$ cat src/rtl/id_ex_issue.sv
// Decode-and-issue stage: decodes a MIPS instruction into an ALU select code and operand
// pair, and holds it in the ID/EX register with load-use bubbles, stall hold and flush.
module id_ex_issue #(
    parameter int SEL_W = 4
) (
    input  logic             clk,
    input  logic             rst_n,
    input  logic             if_valid,
    input  logic [31:0]      if_instr,
    input  logic [31:0]      if_pc,
    output logic [4:0]       rs_addr,
    output logic [4:0]       rt_addr,
    input  logic [31:0]      rs_data,
    input  logic [31:0]      rt_data,
    input  logic             stall,
    input  logic             flush,
    output logic             id_stall,
    output logic             ex_valid,
    output logic [SEL_W-1:0] ex_alusel,
    output logic [31:0]      ex_reg1,
    output logic [31:0]      ex_reg2,
    output logic [31:0]      ex_imm,
    output logic [4:0]       ex_rd,
    output logic             ex_regwrite,
    output logic             ex_memread,
    output logic             ex_memwrite,
    output logic [31:0]      ex_pc,
    output logic             illegal_instr
);
    localparam logic [SEL_W-1:0] SEL_NOP = SEL_W'(0);
    localparam logic [SEL_W-1:0] SEL_ADD = SEL_W'(1);
    localparam logic [SEL_W-1:0] SEL_SUB = SEL_W'(2);
    localparam logic [SEL_W-1:0] SEL_AND = SEL_W'(3);
    localparam logic [SEL_W-1:0] SEL_OR  = SEL_W'(4);
    localparam logic [SEL_W-1:0] SEL_SLT = SEL_W'(5);
    localparam logic [SEL_W-1:0] SEL_LW  = SEL_W'(6);
    localparam logic [SEL_W-1:0] SEL_SW  = SEL_W'(7);
    localparam logic [SEL_W-1:0] SEL_BEQ = SEL_W'(8);
    localparam logic [SEL_W-1:0] SEL_J   = SEL_W'(9);

    logic [5:0]       opcode;
    logic [5:0]       funct;
    logic [31:0]      simm;
    logic             dec_legal, dec_uses_rt, dec_rw, dec_mr, dec_mw;
    logic [SEL_W-1:0] dec_sel;
    logic [4:0]       dec_rd;
    logic [31:0]      dec_r1, dec_r2, dec_imm;
    logic             hazard;

    logic             valid_q, valid_d;
    logic [SEL_W-1:0] sel_q, sel_d;
    logic [31:0]      reg1_q, reg1_d, reg2_q, reg2_d, imm_q, imm_d, pc_q, pc_d;
    logic [4:0]       rd_q, rd_d;
    logic             rw_q, rw_d, mr_q, mr_d, mw_q, mw_d;
    logic             illegal_q, illegal_d;

    assign opcode  = if_instr[31:26];
    assign funct   = if_instr[5:0];
    assign simm    = {{16{if_instr[15]}}, if_instr[15:0]};
    assign rs_addr = if_instr[25:21];
    assign rt_addr = if_instr[20:16];

    always_comb begin
        dec_legal   = 1'b1;
        dec_uses_rt = 1'b0;
        dec_sel     = SEL_NOP;
        dec_rw      = 1'b0;
        dec_mr      = 1'b0;
        dec_mw      = 1'b0;
        dec_rd      = 5'd0;
        dec_r1      = 32'd0;
        dec_r2      = 32'd0;
        dec_imm     = 32'd0;
        case (opcode)
            6'h00: begin
                dec_uses_rt = 1'b1;
                dec_rw      = 1'b1;
                dec_rd      = if_instr[15:11];
                dec_r1      = rs_data;
                dec_r2      = rt_data;
                case (funct)
                    6'h20:   dec_sel = SEL_ADD;
                    6'h22:   dec_sel = SEL_SUB;
                    6'h24:   dec_sel = SEL_AND;
                    6'h25:   dec_sel = SEL_OR;
                    6'h2A:   dec_sel = SEL_SLT;
                    default: dec_legal = 1'b0;
                endcase
            end
            6'h23: begin
                dec_sel = SEL_LW;
                dec_rw  = 1'b1;
                dec_mr  = 1'b1;
                dec_rd  = rt_addr;
                dec_r1  = rs_data;
                dec_r2  = simm;
                dec_imm = simm;
            end
            6'h2B: begin
                dec_uses_rt = 1'b1;
                dec_sel     = SEL_SW;
                dec_mw      = 1'b1;
                dec_r1      = rs_data;
                dec_r2      = simm;
                dec_imm     = simm;
            end
            6'h04: begin
                dec_uses_rt = 1'b1;
                dec_sel     = SEL_BEQ;
                dec_r1      = rs_data;
                dec_r2      = rt_data;
                dec_imm     = simm;
            end
            6'h02: begin
                dec_sel = SEL_J;
                dec_imm = {4'b0000, if_instr[25:0], 2'b00};
            end
            default: dec_legal = 1'b0;
        endcase
    end

    // A load in EX cannot forward in time; $0 is hardwired so it never conflicts.
    assign hazard = valid_q && mr_q && (rd_q != 5'd0) && if_valid &&
                    ((rd_q == rs_addr) || ((rd_q == rt_addr) && dec_uses_rt));
    assign id_stall = hazard || stall;

    always_comb begin
        valid_d   = 1'b0;
        sel_d     = SEL_NOP;
        reg1_d    = 32'd0;
        reg2_d    = 32'd0;
        imm_d     = 32'd0;
        rd_d      = 5'd0;
        rw_d      = 1'b0;
        mr_d      = 1'b0;
        mw_d      = 1'b0;
        pc_d      = 32'd0;
        illegal_d = illegal_q;
        if (flush) begin
            valid_d = 1'b0;
        end else if (stall) begin
            valid_d = valid_q;
            sel_d   = sel_q;
            reg1_d  = reg1_q;
            reg2_d  = reg2_q;
            imm_d   = imm_q;
            rd_d    = rd_q;
            rw_d    = rw_q;
            mr_d    = mr_q;
            mw_d    = mw_q;
            pc_d    = pc_q;
        end else if (hazard) begin
            valid_d = 1'b0;
        end else if (if_valid) begin
            if (dec_legal) begin
                valid_d = 1'b1;
                sel_d   = dec_sel;
                reg1_d  = dec_r1;
                reg2_d  = dec_r2;
                imm_d   = dec_imm;
                rd_d    = dec_rd;
                rw_d    = dec_rw;
                mr_d    = dec_mr;
                mw_d    = dec_mw;
                pc_d    = if_pc;
            end else begin
                illegal_d = 1'b1;
            end
        end
    end

    always_ff @(posedge clk or negedge rst_n) begin
        if (!rst_n) begin
            valid_q   <= 1'b0;
            sel_q     <= SEL_NOP;
            reg1_q    <= 32'd0;
            reg2_q    <= 32'd0;
            imm_q     <= 32'd0;
            rd_q      <= 5'd0;
            rw_q      <= 1'b0;
            mr_q      <= 1'b0;
            mw_q      <= 1'b0;
            pc_q      <= 32'd0;
            illegal_q <= 1'b0;
        end else begin
            valid_q   <= valid_d;
            sel_q     <= sel_d;
            reg1_q    <= reg1_d;
            reg2_q    <= reg2_d;
            imm_q     <= imm_d;
            rd_q      <= rd_d;
            rw_q      <= rw_d;
            mr_q      <= mr_d;
            mw_q      <= mw_d;
            pc_q      <= pc_d;
            illegal_q <= illegal_d;
        end
    end

    assign ex_valid      = valid_q;
    assign ex_alusel     = sel_q;
    assign ex_reg1       = reg1_q;
    assign ex_reg2       = reg2_q;
    assign ex_imm        = imm_q;
    assign ex_rd         = rd_q;
    assign ex_regwrite   = rw_q;
    assign ex_memread    = mr_q;
    assign ex_memwrite   = mw_q;
    assign ex_pc         = pc_q;
    assign illegal_instr = illegal_q;
endmodule

$ cat config.mk
export PLATFORM = sky130hd
export DESIGN_NAME = id_ex_issue
export DESIGN_NICKNAME = d
export VERILOG_FILES = /design/src/rtl/id_ex_issue.sv
export SDC_FILE = /design/constraint.sdc
export NUM_CORES = 1
export LEC_CHECK = 0
export BUFFER_PORTS_ARGS = -buffer_cell sky130_fd_sc_hd__buf_2
export CAP_MARGIN = 20
export CELL_PAD_IN_SITES_DETAIL_PLACEMENT = 0
export CELL_PAD_IN_SITES_GLOBAL_PLACEMENT = 1
export CORE_ASPECT_RATIO = 0.5
export CORE_MARGIN = 5
export CORE_UTILIZATION = 35
export DETAILED_ROUTE_END_ITERATION = 10
export PLACE_DENSITY_LB_ADDON = 0.1
export REMOVE_ABC_BUFFERS = 1
export SLEW_MARGIN = 10
export SYNTH_ARGS = -nofsm -noshare
export SYNTH_HDL_FRONTEND = slang
export SYNTH_SLANG_ARGS = --single-unit
$ cat constraint.sdc
create_clock -name clk -period 3.12 [get_ports clk]
set_input_delay 0.624 -clock clk [delete_from_list [all_inputs] [get_ports clk]]
set_output_delay 0.624 -clock clk [all_outputs]
set_load 0.02 [all_outputs]
==> results of run 1 <==
## cell families (layout without fill, tap and decap cells)
group,after synthesis,after routing
buf+inv,60,342
mux,1,1
compound gates,215,215
simple gates,63,63
xor+xnor,12,12
flops,139,139
## layout by cell type, fill, tap and decap left out, types with 2 or more instances in the layout
| cell | instances |
|---|---|
| buf_4 | 16 |
| o22ai_1 | 2 |
| clkinvlp_4 | 2 |
| nand2_1 | 31 |
| a21o_1 | 18 |
| clkinv_4 | 2 |
| o21ai_0 | 27 |
| nor3b_1 | 2 |
| clkbuf_16 | 17 |
| inv_1 | 4 |
| a22o_1 | 127 |
| a32o_1 | 3 |
| or4_4 | 2 |
| and3_1 | 2 |
| xnor2_1 | 10 |
| nor4_1 | 3 |
| or2_2 | 2 |
| or3_1 | 2 |
| buf_2 | 284 |
| a31o_2 | 2 |
| o41ai_1 | 2 |
| dfrtp_1 | 139 |
| a31oi_1 | 2 |
| a21oi_1 | 13 |
| inv_6 | 4 |
| a22oi_1 | 13 |
| xor2_1 | 2 |
| nor3_1 | 4 |
| bufinv_16 | 3 |
| nor2_1 | 6 |
| nor3_2 | 2 |
| buf_12 | 6 |
## registers in the layout, summed over array words and instances, names as in the netlist
register / cells
ex_reg2: 32
ex_regwrite: 1
ex_memread: 1
ex_pc: 32
ex_valid: 1
illegal_instr: 1
ex_rd: 5
ex_alusel: 4
ex_reg1: 32
ex_imm: 29
ex_memwrite: 1
## worst max-delay path, stage by stage, from the launching register on
cell and delay, ps:
dfrtp_1 450, or4_1 540, o21ai_0 290, nor4_1 140, or3_1 370, buf_2 170
## report_power, final
group	internal (uW)	total (uW)	leakage [uW]	switching (uW)
logic	110	288	0.00231	178
registers	1810	1810	0.00194	2.59
clock network	1290	2110	0.000291	817
## layer usage
metal	GRT usage, %	vias to the layer above
met5	0	-
met1	26.0	2570
met3	5.35	10
li1	-	2395
met4	4.02	2
met2	30.5	162
## how the worst max path moves through the flow
stage / start / cells past startpoint / end / slack (ps)
4_1_cts: ex_rd[1] / 5 / id_stall / 120
5_1_grt: ex_rd[2] / 5 / id_stall / 30
3_5_place_dp: if_instr[28] / 7 / ex_reg1[23] / 60
2_1_floorplan: flush / 2 / ex_alusel[1] / -2650
3_3_place_gp: if_instr[28] / 7 / ex_reg1[11] / 110
6_report: ex_rd[1] / 5 / id_stall / 150
## stage by stage
stage	setup TNS [ps]	area, um2
global route	0	8230
floorplan	-358280	5650
CTS	0	8230
detailed placement	0	7630
finish	0	8230
global placement	0	7630
## layout make-up
type | count | area, um2 | area share (%)
flip-flops and latches | 139 | 3480 | 42.2
multi-input cells | 291 | 2180 | 26.4
repair buffers | 307 | 1670 | 20.3
clock buffers | 19 | 443 | 5.38
well taps | 227 | 284 | 3.45
clock inverters | 12 | 163 | 1.98
inverters | 4 | 15.0 | 0.182
==> impl_metrics.prom, run 1 <==
# TYPE chip_impl_metric gauge
chip_impl_metric{name="setup-violations-final",unit=""} 0
chip_impl_metric{name="path_clk_slew",unit="ps"} 60
chip_impl_metric{name="dieHeight",unit="um"} 103
chip_impl_metric{name="fin_skew",unit="ps"} 13.0
chip_impl_metric{name="hold_slack",unit="ps"} 157
chip_impl_metric{name="detailed_route_wire_length",unit="mm"} 19.6
chip_impl_metric{name="reg2regPathDepth",unit=""} 7
chip_impl_metric{name="cp_max_fo",unit=""} 5
chip_impl_info{name="critPathCaptureType",value="output pin"} 1
chip_impl_metric{name="first_global_vias",unit=""} 5143
chip_impl_metric{name="finalHoldViolations",unit=""} 0
chip_impl_info{name="highest_layer",value="met5"} 1
chip_impl_metric{name="tightestPinTransition",unit="ps"} 697
chip_impl_metric{name="hpwlAfterDp",unit="mm"} 13.9
chip_impl_metric{name="grt_max_degree",unit=""} 54
chip_impl_metric{name="clockBufferDepth",unit=""} 2
chip_impl_metric{name="wire_per_inst",unit="um"} 19.7
chip_impl_metric{name="drt_drc_violations_left",unit=""} 0
chip_impl_metric{name="avgViaCountPerCell",unit=""} 5.14
chip_impl_metric{name="firstDrtPassIters",unit=""} 5
chip_impl_metric{name="dpl.cell_count",unit=""} 968
chip_impl_metric{name="power.density",unit="mW/mm2"} 511
chip_impl_metric{name="die_x",unit="um"} 195
chip_impl_metric{name="postSynthCellCount",unit=""} 490
chip_impl_info{name="synth_top_family_by_area",value="compound AO/OA/AOI/OAI gates"} 1
chip_impl_metric{name="postCtsSetupBuffers",unit=""} 0
chip_impl_metric{name="via_count",unit=""} 5139
chip_impl_metric{name="synth_xor_area_share",unit="%"} 1.75
chip_impl_info{name="netlist_top_cells_area",value="dfrtp_1 58%, a22o_1 19%, a21o_1 2.3%"} 1
chip_impl_metric{name="clock_latency",unit="ps"} 410
chip_impl_metric{name="numCtsBuffers",unit=""} 17
chip_impl_metric{name="post_cts_resized",unit=""} 0
chip_impl_metric{name="r2r_slack",unit="ps"} 640
chip_impl_metric{name="synth_compound_gate_area_share",unit="%"} 28.8
chip_impl_info{name="critical_path.reg2reg.endpoint",value="ex_imm[5]"} 1
chip_impl_metric{name="start_util",unit="%"} 36.1
chip_impl_metric{name="timing_max_transition_violations_final",unit=""} 0
chip_impl_metric{name="worst_ep_required_time",unit="ps"} 2500
chip_impl_metric{name="layout_worst_path_cycle_share",unit="%"} 95.2
chip_impl_metric{name="boundaryPins",unit=""} 286
chip_impl_metric{name="synth-simple-area-share",unit="%"} 5.28
chip_impl_metric{name="wl_met2",unit="mm"} 9.26
chip_impl_metric{name="post_synth_instance_area",unit="mm2"} 0.00600
chip_impl_info{name="rsz0062_at_grt",value="no"} 1
chip_impl_metric{name="yosys_warnings",unit=""} 0
chip_impl_info{name="cts_tree",value="yes"} 1
chip_impl_metric{name="timing.critical_path.arrival",unit="ps"} 2350
chip_impl_info{name="root_driver",value="clkbuf_16"} 1
chip_impl_metric{name="cellLeakagePower",unit="uW"} 0.00454
chip_impl_metric{name="post_synth_num_cell_types",unit=""} 42
chip_impl_info{name="type_of_the_most_critical_hold_path",value="primary input to async pin"} 1
chip_impl_metric{name="grt_antenna_before_repair",unit=""} 1
chip_impl_metric{name="die_area",unit="mm2"} 0.0200
chip_impl_metric{name="finalNetCount",unit=""} 893
chip_impl_metric{name="final.setup.worst_slack",unit="ps"} 150
chip_impl_metric{name="globalRouteOverflowTotal",unit=""} 0
chip_impl_metric{name="grt_pass1_wl",unit="mm"} 30.0
chip_impl_metric{name="io_buffers",unit=""} 285
chip_impl_metric{name="synthesis.area_per_instance",unit="um2"} 12.2
chip_impl_metric{name="maxCapViolations",unit=""} 0
chip_impl_info{name="yosys.cell_count.top_type",value="dfrtp_1"} 1
chip_impl_info{name="synth_top_cells_by_count",value="139 x dfrtp_1, 127 x a22o_1, 31 x nand2_1, 29 x clkbuf_1, 27 x o21ai_0"} 1
chip_impl_metric{name="met1Wirelength",unit="mm"} 8.88
chip_impl_metric{name="rows",unit=""} 33
chip_impl_metric{name="detailedPlace.worstSlack",unit="ps"} 64.2
chip_impl_metric{name="final_period_minus_worst_setup_slack",unit="ps"} 2970
chip_impl_metric{name="post_synth_mux_area_share",unit="%"} 0.188
chip_impl_metric{name="post_route_non_filler_standard_cell_count",unit=""} 999
chip_impl_info{name="postSynth.topFlopCell",value="dfrtp_1"} 1
chip_impl_metric{name="async_reset_ff_share",unit="%"} 100
chip_impl_metric{name="post-layout-total-power",unit="uW"} 4200
chip_impl_metric{name="grt_usage",unit="%"} 18.9
chip_impl_info{name="post_synth_top_area_cell",value="dfrtp_1"} 1
chip_impl_metric{name="seq_area_frac_synth",unit="%"} 58.0
chip_impl_metric{name="ir_drop",unit="uV"} 349
chip_impl_info{name="status",value="complete, no violations"} 1
chip_impl_info{name="timing.critical_path.from_type",value="flip-flop"} 1
chip_impl_metric{name="n_fill_cell",unit=""} 1594
chip_impl_metric{name="proportion_of_netlist_area_held_by_the_largest_area_contributor",unit="%"} 58.0
chip_impl_metric{name="dr.first_iter.drc_count",unit=""} 307
chip_impl_metric{name="place_congestion",unit=""} 0.759
chip_impl_metric{name="final_layout_size_suffix_gt1_share",unit="%"} 45.3
chip_impl_metric{name="design.core.area",unit="mm2"} 0.0166
chip_impl_metric{name="post_synth_fa_ha_maj_area_fraction",unit="%"} 0
chip_impl_metric{name="cts-htree-levels",unit=""} 4
chip_impl_metric{name="area_growth_syn_to_layout",unit="%"} 37.3
chip_impl_metric{name="clkSinkCount",unit=""} 139
chip_impl_metric{name="synth.ff_latch_count",unit=""} 139
chip_impl_metric{name="ant_nets",unit=""} 0
chip_impl_metric{name="met3RoutedLength",unit="mm"} 1.41
chip_impl_metric{name="n_antenna_cell",unit=""} 0
chip_impl_info{name="r2r_start",value="ex_rd[1]"} 1
chip_impl_metric{name="synth_enable_flop_cells",unit=""} 0
chip_impl_metric{name="cts_hold_repair.buffers",unit=""} 0
chip_impl_metric{name="final_core_utilization",unit="%"} 49.6
chip_impl_metric{name="worst_slew_margin_rel",unit="%"} 52.9
chip_impl_info{name="worst-setup-path-type",value="flip-flop to output pin"} 1
chip_impl_metric{name="max_clock_freq",unit="MHz"} 337
(Power assumes the default switching activity.)
==> run 2, diff against run 1 <==
REMOVE_ABC_BUFFERS = not set   (was 1)
==> run 2 against run 1 <==
Compared with the run above: via count unchanged; register-to-register slack worse by 60 ps; total power is 1.1% higher; die area unchanged; sequential share of layout area barely moved; critical path type unchanged; largest cell class unchanged.
==> impl_metrics.prom, run 2 (synthesis gave the netlist of run 1 again) <==
# TYPE chip_impl_metric gauge
chip_impl_info{name="status",value="complete, no violations"} 1
chip_impl_metric{name="layout_worst_path_cycle_share",unit="%"} 91.8
chip_impl_metric{name="die_area",unit="mm2"} 0.0200
chip_impl_metric{name="io_buffers",unit=""} 285
chip_impl_metric{name="ant_nets",unit=""} 0
chip_impl_metric{name="path_clk_slew",unit="ps"} 60
chip_impl_metric{name="max_clock_freq",unit="MHz"} 349
chip_impl_metric{name="critPathMaxStageDelay",unit="ps"} 520
chip_impl_metric{name="tightestPinTransition",unit="ps"} 745
chip_impl_info{name="crit_start",value="ex_rd[2]"} 1
chip_impl_metric{name="postCtsSetupBuffers",unit=""} 0
chip_impl_metric{name="area_growth_syn_to_layout",unit="%"} 37.2
chip_impl_metric{name="hold_slack",unit="ps"} 183
chip_impl_info{name="type_of_the_most_critical_hold_path",value="primary input to async pin"} 1
chip_impl_metric{name="critPathBufInv",unit=""} 1
chip_impl_info{name="most_common_library_cell_in_the_layout_ignoring_fill_and_taps",value="buf_2"} 1
chip_impl_info{name="cts_tree",value="yes"} 1
chip_impl_info{name="critPathCaptureType",value="output pin"} 1
chip_impl_metric{name="r2r_slack",unit="ps"} 580
chip_impl_metric{name="finalHoldViolations",unit=""} 0
chip_impl_metric{name="clock_latency",unit="ps"} 410
chip_impl_metric{name="avgViaCountPerCell",unit=""} 5.15
chip_impl_metric{name="clkSinkCount",unit=""} 139
chip_impl_metric{name="detailedPlace.worstSlack",unit="ps"} 59.7
chip_impl_metric{name="maxCapViolations",unit=""} 0
chip_impl_metric{name="setup-violations-final",unit=""} 0
chip_impl_info{name="crit_path_cell_trace",value="or4_1 > o21ai_1 > nor4_1 > or3_1 > buf_2"} 1
chip_impl_metric{name="cts_hold_repair.buffers",unit=""} 0
chip_impl_metric{name="post-layout-total-power",unit="uW"} 4250
chip_impl_metric{name="dieHeight",unit="um"} 103
chip_impl_metric{name="via_count",unit=""} 5139
chip_impl_metric{name="detailed_route_wire_length",unit="mm"} 19.6
chip_impl_info{name="setup.worst_path.end",value="id_stall"} 1
chip_impl_metric{name="final_period_minus_worst_setup_slack",unit="ps"} 2860
chip_impl_metric{name="finalNetCount",unit=""} 892
chip_impl_metric{name="rows",unit=""} 33
chip_impl_metric{name="firstDrtPassIters",unit=""} 4
chip_impl_metric{name="fin_skew",unit="ps"} 14.6
chip_impl_info{name="crit_slowest_cell",value="or4_1"} 1
chip_impl_metric{name="grt_antenna_before_repair",unit=""} 0
chip_impl_metric{name="cellLeakagePower",unit="uW"} 0.00454
chip_impl_info{name="r2r_start",value="ex_rd[2]"} 1
chip_impl_info{name="critPathTopFamily",value="simple AND/OR/NAND/NOR gates"} 1
chip_impl_metric{name="globalRouteOverflowTotal",unit=""} 0
chip_impl_info{name="rsz0062_at_grt",value="no"} 1
chip_impl_metric{name="n_antenna_cell",unit=""} 0
chip_impl_info{name="mostFrequentLayoutCells",value="284 x buf_2, 139 x dfrtp_1, 127 x a22o_1"} 1
chip_impl_metric{name="final_layout_size_suffix_gt1_share",unit="%"} 45.3
chip_impl_info{name="root_driver",value="clkbuf_16"} 1
chip_impl_metric{name="syn-num-nets",unit=""} 623
chip_impl_metric{name="timing_max_transition_violations_final",unit=""} 0
chip_impl_metric{name="final.setup.worst_slack",unit="ps"} 255
chip_impl_metric{name="first_global_vias",unit=""} 5275
chip_impl_metric{name="timing.critical_path.arrival",unit="ps"} 2240
chip_impl_metric{name="reg2regPathDepth",unit=""} 6
chip_impl_metric{name="power.density",unit="mW/mm2"} 517
chip_impl_info{name="worst-setup-path-type",value="flip-flop to output pin"} 1
chip_impl_metric{name="dpl.cell_count",unit=""} 967
chip_impl_metric{name="n_fill_cell",unit=""} 1579
chip_impl_info{name="timing.critical_path.from_type",value="flip-flop"} 1
chip_impl_metric{name="worst_ep_required_time",unit="ps"} 2500
chip_impl_metric{name="numCtsBuffers",unit=""} 17
chip_impl_info{name="critical_path.reg2reg.endpoint",value="ex_alusel[3]"} 1
chip_impl_metric{name="boundaryPins",unit=""} 286
chip_impl_metric{name="start_util",unit="%"} 36.1
chip_impl_metric{name="dr.first_iter.drc_count",unit=""} 231
chip_impl_metric{name="grt_usage",unit="%"} 19.2
chip_impl_metric{name="clockBufferDepth",unit=""} 2
chip_impl_metric{name="cts-htree-levels",unit=""} 4
chip_impl_metric{name="cp_num_cells",unit=""} 5
chip_impl_metric{name="post_cts_resized",unit=""} 0
chip_impl_metric{name="ir_drop",unit="uV"} 342
chip_impl_metric{name="cp_max_fo",unit=""} 5
chip_impl_metric{name="drt_drc_violations_left",unit=""} 0
chip_impl_metric{name="worst_slew_margin_rel",unit="%"} 50.3
chip_impl_metric{name="post_route_non_filler_standard_cell_count",unit=""} 998
chip_impl_metric{name="wire_per_inst",unit="um"} 19.6
chip_impl_metric{name="grt_max_degree",unit=""} 57
chip_impl_metric{name="place_congestion",unit=""} 0.783
chip_impl_metric{name="design.core.area",unit="mm2"} 0.0166
chip_impl_metric{name="die_x",unit="um"} 195
chip_impl_metric{name="hpwlAfterDp",unit="mm"} 13.9
chip_impl_metric{name="grt_pass1_wl",unit="mm"} 30.5
chip_impl_metric{name="fin_tns_setup",unit="ps"} 0
==> run 2: cell count changes in the layout (fill, tap and decap cells not counted), sizes merged <==
cell | before | now
buf | 307 | 306
clkinv | 3 | 5
inv | 8 | 6
bufinv | 3 | 4
clkinvlp | 2 | 1
==> run 2: power by group <==
| part | switching, uW | total (uW) | leakage, uW | internal (uW) |
|---|---|---|---|---|
| combinational | 181 | 288 | 0.00230 | 107 |
| sequential | 2.64 | 1810 | 0.00194 | 1810 |
| clock | 783 | 2150 | 0.000304 | 1370 |
| total | 967 | 4250 | 0.00454 | 3280 |
==> run 2: worst min path at each step <==
stage                        startpoint             to  slack, ps
after global routing              rst_n      ex_pc[31]        210
after detailed placement  illegal_instr  illegal_instr        460
after CTS                         rst_n      ex_pc[31]        190
after floorplan                   rst_n   ex_alusel[0]        330
after global placement     ex_alusel[3]   ex_alusel[3]        460
final                             rst_n      ex_pc[31]        180
==> run 2: layer usage <==
metal / track usage, % / wire length (um) / vias to the layer above
met5: 0 / 0 / -
met4: 4.72 / 163 / 0
met3: 5.62 / 1600 / 12
met2: 29.6 / 8720 / 212
met1: 26.9 / 9100 / 2513
li1: - / - / 2402
==> run 2: area by class of cell <==
type	instances	area [um2]	share of cell area [%]
Clock buffer	19	443	5.38
Clock inverter	12	189	2.30
Inverter	4	15.0	0.183
Multi-Input combinational cell	291	2180	26.5
Sequential cell	139	3480	42.3
Tap cell	227	284	3.45
Timing Repair Buffer	306	1640	19.9
==> run 2: through the flow <==
stage | utilization [%] | instance area (um2)
5_1_grt | 49.6 | 8230
3_3_place_gp | 45.8 | 7590
3_5_place_dp | 45.8 | 7590
6_report | 49.6 | 8230
2_1_floorplan | - | 6000
4_1_cts | 49.6 | 8230
==> run 3, diff against run 2 <==
clock period = 3 ns   (was 3.12 ns; I/O delays follow)
==> run 3 against run 2 <==
Compared with the run above: non-clock buffer count increased by 4; sequential cell count unchanged; utilization rose by 0.20 points; design area grew 0.41%; global-route usage increased by 0.13 points; first-iteration DRC count rose by 14%; critical path depth unchanged; die area did not move; total power rose by 2.9%; final cell count up 0.50%; via count grew 0.39%; critical endpoint unchanged; largest power group unchanged; highest routed layer unchanged.
==> impl_metrics.prom, run 3 (synthesis gave the netlist of run 1 again) <==
# TYPE chip_impl_metric gauge
chip_impl_metric{name="die_x",unit="um"} 195
chip_impl_metric{name="p_int",unit="uW"} 3330
chip_impl_metric{name="drt_drc_violations_left",unit=""} 0
chip_impl_metric{name="cts-htree-levels",unit=""} 4
chip_impl_info{name="critPathCaptureType",value="output pin"} 1
chip_impl_info{name="rsz0062_at_grt",value="no"} 1
chip_impl_metric{name="cts_hold_repair.buffers",unit=""} 0
chip_impl_metric{name="comb_power_share",unit="%"} 7.0
chip_impl_metric{name="final_period_minus_worst_setup_slack",unit="ps"} 2880
chip_impl_metric{name="area_growth_syn_to_layout",unit="%"} 37.7
chip_impl_info{name="status",value="complete, no violations"} 1
chip_impl_metric{name="via_count",unit=""} 5159
chip_impl_metric{name="design.core.area",unit="mm2"} 0.0166
chip_impl_metric{name="sequentialPowerShare",unit="%"} 43.1
chip_impl_metric{name="boundaryPins",unit=""} 286
chip_impl_metric{name="worst_slew_margin_rel",unit="%"} 50.7
chip_impl_metric{name="die_area",unit="mm2"} 0.0200
chip_impl_metric{name="ir_drop",unit="uV"} 388
chip_impl_metric{name="grt_antenna_before_repair",unit=""} 0
chip_impl_metric{name="fin_skew",unit="ps"} 11.4
chip_impl_metric{name="hold_slack",unit="ps"} 169
chip_impl_metric{name="power.density",unit="mW/mm2"} 529
chip_impl_metric{name="detailed_route_wire_length",unit="mm"} 19.8
chip_impl_metric{name="hpwlAfterDp",unit="mm"} 14.0
chip_impl_metric{name="wire_per_inst",unit="um"} 19.7
chip_impl_metric{name="path_clk_slew",unit="ps"} 60
chip_impl_metric{name="grt_usage",unit="%"} 19.3
chip_impl_metric{name="first_global_vias",unit=""} 5134
chip_impl_metric{name="finalHoldViolations",unit=""} 0
chip_impl_metric{name="grt_max_degree",unit=""} 69
chip_impl_metric{name="timing.critical_path.arrival",unit="ps"} 2280
chip_impl_metric{name="tightestPinTransition",unit="ps"} 740
chip_impl_metric{name="io_buffers",unit=""} 285
chip_impl_metric{name="ant_nets",unit=""} 0
chip_impl_metric{name="clockBufferDepth",unit=""} 2
chip_impl_metric{name="postCtsSetupBuffers",unit=""} 0
chip_impl_info{name="type_of_the_most_critical_hold_path",value="primary input to async pin"} 1
chip_impl_metric{name="maxCapViolations",unit=""} 0
chip_impl_metric{name="p_clk_share",unit="%"} 49.9
chip_impl_info{name="most_common_library_cell_in_the_layout_ignoring_fill_and_taps",value="buf_2"} 1
chip_impl_metric{name="dr.first_iter.drc_count",unit=""} 264
chip_impl_metric{name="place_congestion",unit=""} 0.786
chip_impl_metric{name="cp_max_fo",unit=""} 5
chip_impl_metric{name="cellLeakagePower",unit="uW"} 0.00456
chip_impl_metric{name="grt_pass1_wl",unit="mm"} 30.4
chip_impl_metric{name="start_util",unit="%"} 36.1
chip_impl_info{name="mostFrequentLayoutCells",value="284 x buf_2, 139 x dfrtp_1, 127 x a22o_1"} 1
chip_impl_metric{name="syn-num-nets",unit=""} 623
chip_impl_info{name="worst-setup-path-type",value="flip-flop to output pin"} 1
chip_impl_metric{name="firstDrtPassIters",unit=""} 4
chip_impl_metric{name="timing_max_transition_violations_final",unit=""} 0
chip_impl_metric{name="avgViaCountPerCell",unit=""} 5.14
chip_impl_metric{name="globalRouteOverflowTotal",unit=""} 0
chip_impl_metric{name="sw_frac_of_total",unit="%"} 23.7
chip_impl_metric{name="dieHeight",unit="um"} 103
chip_impl_metric{name="numCtsBuffers",unit=""} 17
chip_impl_metric{name="worst_ep_required_time",unit="ps"} 2400
chip_impl_metric{name="final_layout_size_suffix_gt1_share",unit="%"} 45.6
chip_impl_info{name="timing.critical_path.from_type",value="flip-flop"} 1
chip_impl_metric{name="setup-violations-final",unit=""} 0
chip_impl_metric{name="n_antenna_cell",unit=""} 0
chip_impl_metric{name="clkSinkCount",unit=""} 139
chip_impl_metric{name="finalNetCount",unit=""} 896
chip_impl_metric{name="max_clock_freq",unit="MHz"} 348
chip_impl_metric{name="rows",unit=""} 33
chip_impl_metric{name="layout_worst_path_cycle_share",unit="%"} 95.9
chip_impl_metric{name="clock_latency",unit="ps"} 420
chip_impl_info{name="cts_tree",value="yes"} 1
chip_impl_metric{name="p_sw",unit="uW"} 1040
chip_impl_metric{name="fin_tns_setup",unit="ps"} 0
chip_impl_info{name="root_driver",value="clkbuf_16"} 1
run 3: power by group through the flow:
stage	clock (uW)	combinational [uW]	sequential [uW]
3_5_place_dp	0	308	1920
4_1_cts	2230	309	1880
6_report	2180	305	1880
2_1_floorplan	0	108	1920
3_3_place_gp	0	308	1920
5_1_grt	2310	337	1880
run 3: area by class of cell:
cell class	count	area, um2
fillers	1559	8340
flip-flops and latches	139	3480
multi-input cells	291	2180
repair buffers	310	1700
clock buffers	19	443
well taps	227	284
clock inverters	13	168
inverters	4	15.0
run 3: critical path, stage by stage (launching register included):
cell and delay [ps]:
dfrtp_1 450, or4_1 530, o21ai_1 230, nor4_1 130
or3_1 350, buf_2 170
run 3: stage by stage:
stage	utilization (%)	total power (uW)	setup WS, ps	cells	area (um2)
floorplan	-	2030	48.8	490	6000
finish	49.8	4370	124	1003	8260
CTS	49.8	4420	93.7	1003	8260
detailed placement	46.1	2220	-11.1	971	7650
global route	49.8	4530	9.47	1003	8260
global placement	46.1	2220	17.6	971	7650
run 3: path summary, 6_finish.rpt:
check / end / slack, ps / cells after the start / startpoint
worst min register to register: illegal_instr / 460 / 1 / illegal_instr
max in group asynchronous: ex_reg2[26] / 2110 / 2 / rst_n
min in group clk: ex_reg1[30] / 400 / 2 / rs_data[30]
worst max register to register: ex_alusel[3] / 540 / 6 / ex_rd[1]
worst max-delay path: id_stall / 120 / 5 / ex_rd[1]
worst min-delay path: ex_pc[31] / 170 / 1 / rst_n
run 3: repair_timing:
item,CTS,global route
gates resized for setup,1,0
endpoints found under the hold margin,0,0
setup endpoints to repair,1,0
run 3: routing by layer:
metal | vias to the layer above | GRT usage, % | part of all wire [%]
li1 | 2409 | - | -
met1 | 2559 | 27.2 | 47
met2 | 180 | 29.7 | 45
met3 | 11 | 6.33 | 6.8
met4 | 0 | 3.54 | 0.48
met5 | - | 0 | 0
